[config.mk]
export PLATFORM = sky130hd
export DESIGN_NAME = vga_timing_gen
export DESIGN_NICKNAME = d
export VERILOG_FILES = /design/src/rtl/vga_timing_gen.sv
export SDC_FILE = /design/constraint.sdc
export NUM_CORES = 1
export LEC_CHECK = 0
export BUFFER_PORTS_ARGS = -buffer_cell sky130_fd_sc_hd__buf_2
export CAP_MARGIN = 20
export CORE_MARGIN = 2
export CORE_UTILIZATION = 40
export DETAILED_ROUTE_END_ITERATION = 6
export GPL_TIMING_DRIVEN = 0
export PLACE_DENSITY_LB_ADDON = 0.2
export SYNTH_ARGS = -nofsm -noshare
export SYNTH_HDL_FRONTEND = slang
export SYNTH_SLANG_ARGS = --single-unit
[constraint.sdc]
create_clock -name Clk -period 2.1 [get_ports Clk]
set_input_delay 0.21 -clock Clk [delete_from_list [all_inputs] [get_ports Clk]]
set_output_delay 0.21 -clock Clk [all_outputs]
set_load 0.03 [all_outputs]
[src/rtl/vga_timing_gen.sv]
// VGA timing generator with a registered colour stage.
//
// The pixel rate is half of Clk: pix_en toggles on every Clk edge, and each edge where pix_en is
// high is a pixel edge. On a pixel edge the DrawX/DrawY counters advance. On the same edge the
// sync, blank and colour outputs are registered from the current counter position. The
// registered outputs therefore lag the counters by exactly one pixel period (2 Clk).
//
// Ports:
//   Clk            system clock
//   Reset          synchronous active-low reset
//   Red/Green/Blue colour for the current DrawX/DrawY, sampled only on pixel edges
//   pixel_clk      pixel enable (pix_en), high every second Clk
//   DrawX/DrawY    current pixel / line counters
//   hs/vs          active-low syncs, aligned with VGA_R/G/B
//   blank_n        high while the output pixel is visible
//   frame_start    one-Clk pulse after the counters wrap to (0,0)
//   VGA_R/G/B      registered colour to the DAC, forced to zero outside the visible area
module vga_timing_gen #(
    parameter int unsigned H_VIS  = 640,
    parameter int unsigned H_FP   = 16,
    parameter int unsigned H_SYNC = 96,
    parameter int unsigned H_BP   = 48,
    parameter int unsigned V_VIS  = 480,
    parameter int unsigned V_FP   = 10,
    parameter int unsigned V_SYNC = 2,
    parameter int unsigned V_BP   = 33
) (
    input  logic       Clk,
    input  logic       Reset,
    input  logic [7:0] Red,
    input  logic [7:0] Green,
    input  logic [7:0] Blue,
    output logic       pixel_clk,
    output logic [9:0] DrawX,
    output logic [9:0] DrawY,
    output logic       hs,
    output logic       vs,
    output logic       blank_n,
    output logic       frame_start,
    output logic [7:0] VGA_R,
    output logic [7:0] VGA_G,
    output logic [7:0] VGA_B
);

    localparam int unsigned H_TOT = H_VIS + H_FP + H_SYNC + H_BP;
    localparam int unsigned V_TOT = V_VIS + V_FP + V_SYNC + V_BP;

    localparam logic [9:0] H_MAX     = 10'(H_TOT - 1);
    localparam logic [9:0] V_MAX     = 10'(V_TOT - 1);
    localparam logic [9:0] H_VIS_W   = 10'(H_VIS);
    localparam logic [9:0] V_VIS_W   = 10'(V_VIS);
    localparam logic [9:0] HS_START  = 10'(H_VIS + H_FP);
    localparam logic [9:0] HS_END    = 10'(H_VIS + H_FP + H_SYNC);
    localparam logic [9:0] VS_START  = 10'(V_VIS + V_FP);
    localparam logic [9:0] VS_END    = 10'(V_VIS + V_FP + V_SYNC);

    logic       pix_en_q;
    logic [9:0] x_q, x_d;
    logic [9:0] y_q, y_d;
    logic       hs_q, vs_q, blank_n_q, frame_start_q;
    logic [7:0] r_q, g_q, b_q;

    logic       x_end, y_end;
    logic       vis0, hs0, vs0;

    // Counter next-state and stage-0 decode of the current position.
    always_comb begin
        x_end = (x_q == H_MAX);
        y_end = (y_q == V_MAX);
        x_d   = x_q;
        y_d   = y_q;
        if (pix_en_q) begin
            if (x_end) begin
                x_d = '0;
                y_d = y_end ? '0 : y_q + 10'd1;
            end else begin
                x_d = x_q + 10'd1;
            end
        end
        vis0 = (x_q < H_VIS_W) && (y_q < V_VIS_W);
        hs0  = !((x_q >= HS_START) && (x_q < HS_END));
        vs0  = !((y_q >= VS_START) && (y_q < VS_END));
    end

    always_ff @(posedge Clk) begin
        if (!Reset) begin
            pix_en_q      <= 1'b0;
            x_q           <= '0;
            y_q           <= '0;
            hs_q          <= 1'b1;
            vs_q          <= 1'b1;
            blank_n_q     <= 1'b0;
            frame_start_q <= 1'b0;
            r_q           <= '0;
            g_q           <= '0;
            b_q           <= '0;
        end else begin
            pix_en_q      <= ~pix_en_q;
            x_q           <= x_d;
            y_q           <= y_d;
            // Set only by the wrapping pixel edge; the following edge never has pix_en high,
            // so the pulse is exactly one Clk wide.
            frame_start_q <= pix_en_q && x_end && y_end;
            if (pix_en_q) begin
                hs_q      <= hs0;
                vs_q      <= vs0;
                blank_n_q <= vis0;
                r_q       <= vis0 ? Red   : 8'h00;
                g_q       <= vis0 ? Green : 8'h00;
                b_q       <= vis0 ? Blue  : 8'h00;
            end
        end
    end

    assign pixel_clk   = pix_en_q;
    assign DrawX       = x_q;
    assign DrawY       = y_q;
    assign hs          = hs_q;
    assign vs          = vs_q;
    assign blank_n     = blank_n_q;
    assign frame_start = frame_start_q;
    assign VGA_R       = r_q;
    assign VGA_G       = g_q;
    assign VGA_B       = b_q;

endmodule
Yosys cells after proc, flatten, opt, wreduce, memory -nomap -nowiden
Index checks and enable logic that the tools add are counted.
Storage, ports and cells
  bits in registers: 49
  input bits: 26
  output and inout port bits: 49
Operators by class
  add/subtract/negate cells: 2
  magnitude comparators: 6
  equal/unequal tests: 2
  multiplexer cells: 5
  bitwise operators: 1
  reductions and logical operators: 8
Operators with widths (number)
  $mux 8: 3
  $add 10x1->10 const B: 2
  $eq 10x10->1 const B: 2
  $lt 10x10->1 const B: 2
  $lt 10x9->1 const B: 2
  $mux 10: 2
  $ge 10x10->1 const B: 1
  $ge 10x9->1 const B: 1
  $logic_and 1x1->1: 5
  $logic_not 1->1: 2
  $reduce_and 2->1: 1
  $not 1->1: 1

Logic depth before layout (Yosys ltp)
  word-level depth: 3
  gate-level depth with buffers: 6
  gate-level depth less buffers: 6

Worst setup path after synthesis
Ideal clock, no wire load.
  path type: register to register
  start point: register x_q[0], in the netlist DrawX[0]
  end point: register y_q[7], in the netlist DrawY[7]
  arrival time: 1.907 ns
  data required time: 2.030 ns
  slack: 0.123 ns
  cell stages (with the launch flop): 7
  clock period less this slack: 1.977 ns
  cell sequence: dfxtp_1 -> ha_1 -> and3_1 -> nand4_2 -> buf_6 -> or4b_1 -> a21oi_1
On the way
  word-level cells in the longest chain between the ends: 2
Ends and longest elaborated chain
  start, declared: line 58  | logic [9:0] x_q, x_d;
  start signal, assigned: line 88  | x_q <= '0;
  start signal, assigned: line 99  | x_q <= x_d;
  $eq 10x10->1: line 68  | x_end = (x_q == H_MAX);
  $reduce_and 2->1 (no line)
  end signal, assigned: line 100  | y_q <= y_d;
  end, declared: line 59  | logic [9:0] y_q, y_d;
No other way between the ends.
A chain may end at the register's enable or synchronous reset.

Worst setup path in the final report
  start point: register x_q[1], in the netlist DrawX[1]
  end point: register y_q[7], in the netlist DrawY[7]
The elaborated chain is that of the path after synthesis.

==> flow_summary.json <==
{
  "status": "finished, final reports clean",
  "n_fill_cell": 444,
  "synth.area.top_cells": "dfxtp_1, a22o_1, nor2_1",
  "crit_type": "flop to flop",
  "synth_nets": 221,
  "start_kind": "flop",
  "hold_viol_final": 0,
  "diodes": 0,
  "fin_hold_ws_ns": 0.1232,
  "cts_tree": "done",
  "first_pass_iters": 4,
  "tns_ns": 0,
  "io_pins": 75,
  "cp_max_fo": 10,
  "crit_required_ns": 2.32,
  "die_area_um2": 5395,
  "drc_errors": 0,
  "fin_worst_skew_ns": 0.007010,
  "max_freq_mhz": 515.7,
  "synth_seq_cells": 49,
  "synth_area_um2": 1929,
  "grt_pass1_wl_um": 7058,
  "grt_usage": 0.1660,
  "avgSynthCellArea_um2": 10.10,
  "end_kind": "flop",
  "yosysTopAreaCell": "dfxtp_1",
  "final_cell_mix": "buf_2, dfxtp_1, a22o_1",
  "fp.dieW_um": 73.45,
  "htree_num_levels": 2,
  "gp_congestion": 0.7991,
  "reg2reg_slack_ns": 0.16,
  "period_needed_ns": 1.939,
  "fp.dieH_um": 73.45,
  "hold_path.class": "input pin to flop",
  "post_cts_buffers": 0,
  "dpl.hpwl_um": 3193,
  "grt_max_degree": 15,
  "powerDensity_nw_per_um2": 750.4,
  "final_common_cell": "buf_2",
  "grt_setup_unrepaired": "no",
  "slew_violations": 0,
  "drive_gt1_frac": 0.3346,
  "drv_cap": 0,
  "cts_made_buffers": 5,
  "p_leak_nw": 1.120,
  "insertion_delay_ns": 0.29,
  "nets": 301,
  "wire_per_inst_um": 13.63,
  "postSynthCellCount": 191,
  "dr.first_iter.drc_count": 94,
  "grt_pass1_vias": 1504,
  "start_util": 0.4112,
  "core_area_um2": 4692,
  "drt-total-wl_um": 4445,
  "seq_area_frac_synth": 0.5084,
  "cts_root_buf": "clkbuf_8",
  "ys.flop_type": "dfxtp_1",
  "syn_to_final_growth_pct": 28.66,
  "synth_edf_count": 0,
  "yosysWarningCount": 0,
  "path_clk_slew_ns": 0.09,
  "worst_pin_slew_ns": 0.6763,
  "finalSetupViolCount": 0,
  "num_rows": 25,
  "slew-limit-headroom": 0.5479,
  "antenna_found_initial": 0,
  "grt_overflow": 0,
  "synth_top_area_share": 0.5084,
  "async_flop_share": 0,
  "cp_data_arrival_time_ns": 2.16,
  "viasPerCell": 5.101,
  "ir_drop_v": 0.0004445,
  "clock-sinks": 49,
  "postRouteAntennaNets": 0,
  "clock_path_buffers": 2,
  "synth_cell_type_count": 36,
  "fin_crit_sh": 0.9234,
  "vias": 1663,
  "portBuffers": 73
}
-- through the flow --
step / cell area (um2) / instances / utilization / worst slack [ns] / power [mW]
detailed placement: 2362 / 318 / 0.5035 / 0.1596 / 1.203
CTS: 2479 / 326 / 0.5283 / 0.1128 / 1.885
global placement: 2362 / 318 / 0.5035 / 0.2080 / 1.202
finish: 2482 / 326 / 0.5291 / 0.1608 / 1.863
floorplan: 1929 / 191 / - / 0.1234 / 1.131
global route: 2482 / 326 / 0.5291 / 0.01493 / 1.936
-- cells in the mapped netlist, types with 3 or more instances --
cell type  number
clkbuf_1        4
nand2_1        11
or3_1           4
a21oi_1         9
inv_1           7
xnor2_1         6
nand3_1         6
ha_1            4
a22o_1         24
nand4_1         8
and3_1          3
nor3_1          5
xor2_1          5
o21ai_0         7
dfxtp_1        49
nor2_1         14
-- cell type report --
class / instances / area [um2] / share of cell area
buffer: 8 / 47.55 / 0.01915
clock inverter: 1 / 30.03 / 0.01210
multi-input combinational: 127 / 877.1 / 0.3533
inverter: 7 / 26.28 / 0.01058
timing repair buffer: 73 / 365.4 / 0.1472
clock buffer: 7 / 86.33 / 0.03478
tap: 54 / 67.56 / 0.02722
sequential: 49 / 982.2 / 0.3957
-- per-layer routing --
metal | global-route usage | wire length (um) | vias up
met3 | 0.03567 | 209 | 7
met1 | 0.2385 | 2210 | 751
met2 | 0.2401 | 1963 | 51
met4 | 0.06869 | 61 | 0
met5 | 0 | 0 | -
li1 | - | - | 854
-- kinds of logic after synthesis --
family	share of synthesized area
fa+ha+maj	0.02594
simple gates	0.2069
buf+inv	0.03826
compound gates	0.1706
xor+xnor	0.04993
flops	0.5084
-- state kept, by name, summed over array words and instances, names as in the netlist --
signal	flops
vs	1
DrawY	10
VGA_R	8
blank_n	1
frame_start	1
pixel_clk	1
hs	1
VGA_G	8
VGA_B	8
DrawX	10
-- critical path, cell delays in order, from the launching register on --
cell and delay [ns]:
dfxtp_1 0.41, ha_2 0.24, and3_1 0.24, nand4_2 0.16, buf_6 0.19, or4b_1 0.46, a21oi_1 0.17
-- report_power, final --
| part | internal (mW) | switching, mW | total (mW) |
|---|---|---|---|
| logic | 0.0702 | 0.127 | 0.197 |
| clock network | 0.388 | 0.293 | 0.681 |
| registers | 0.963 | 0.0217 | 0.985 |
-- path summary, 6_finish.rpt --
kind	endpoint	depth (start not counted)	start
worst min register to register	hs	2	hs
worst max register to register	DrawY[7]	6	DrawX[1]
worst max-delay path	DrawY[7]	6	DrawX[1]
worst min-delay path	VGA_B[5]	2	Blue[5]
-- timing repair --
item | 4_1_cts | 5_1_grt
setup endpoints to repair | 0 | 1
resized for setup | 0 | 2
hold buffers | 0 | 0
Power figures use the tool's default switching activity.
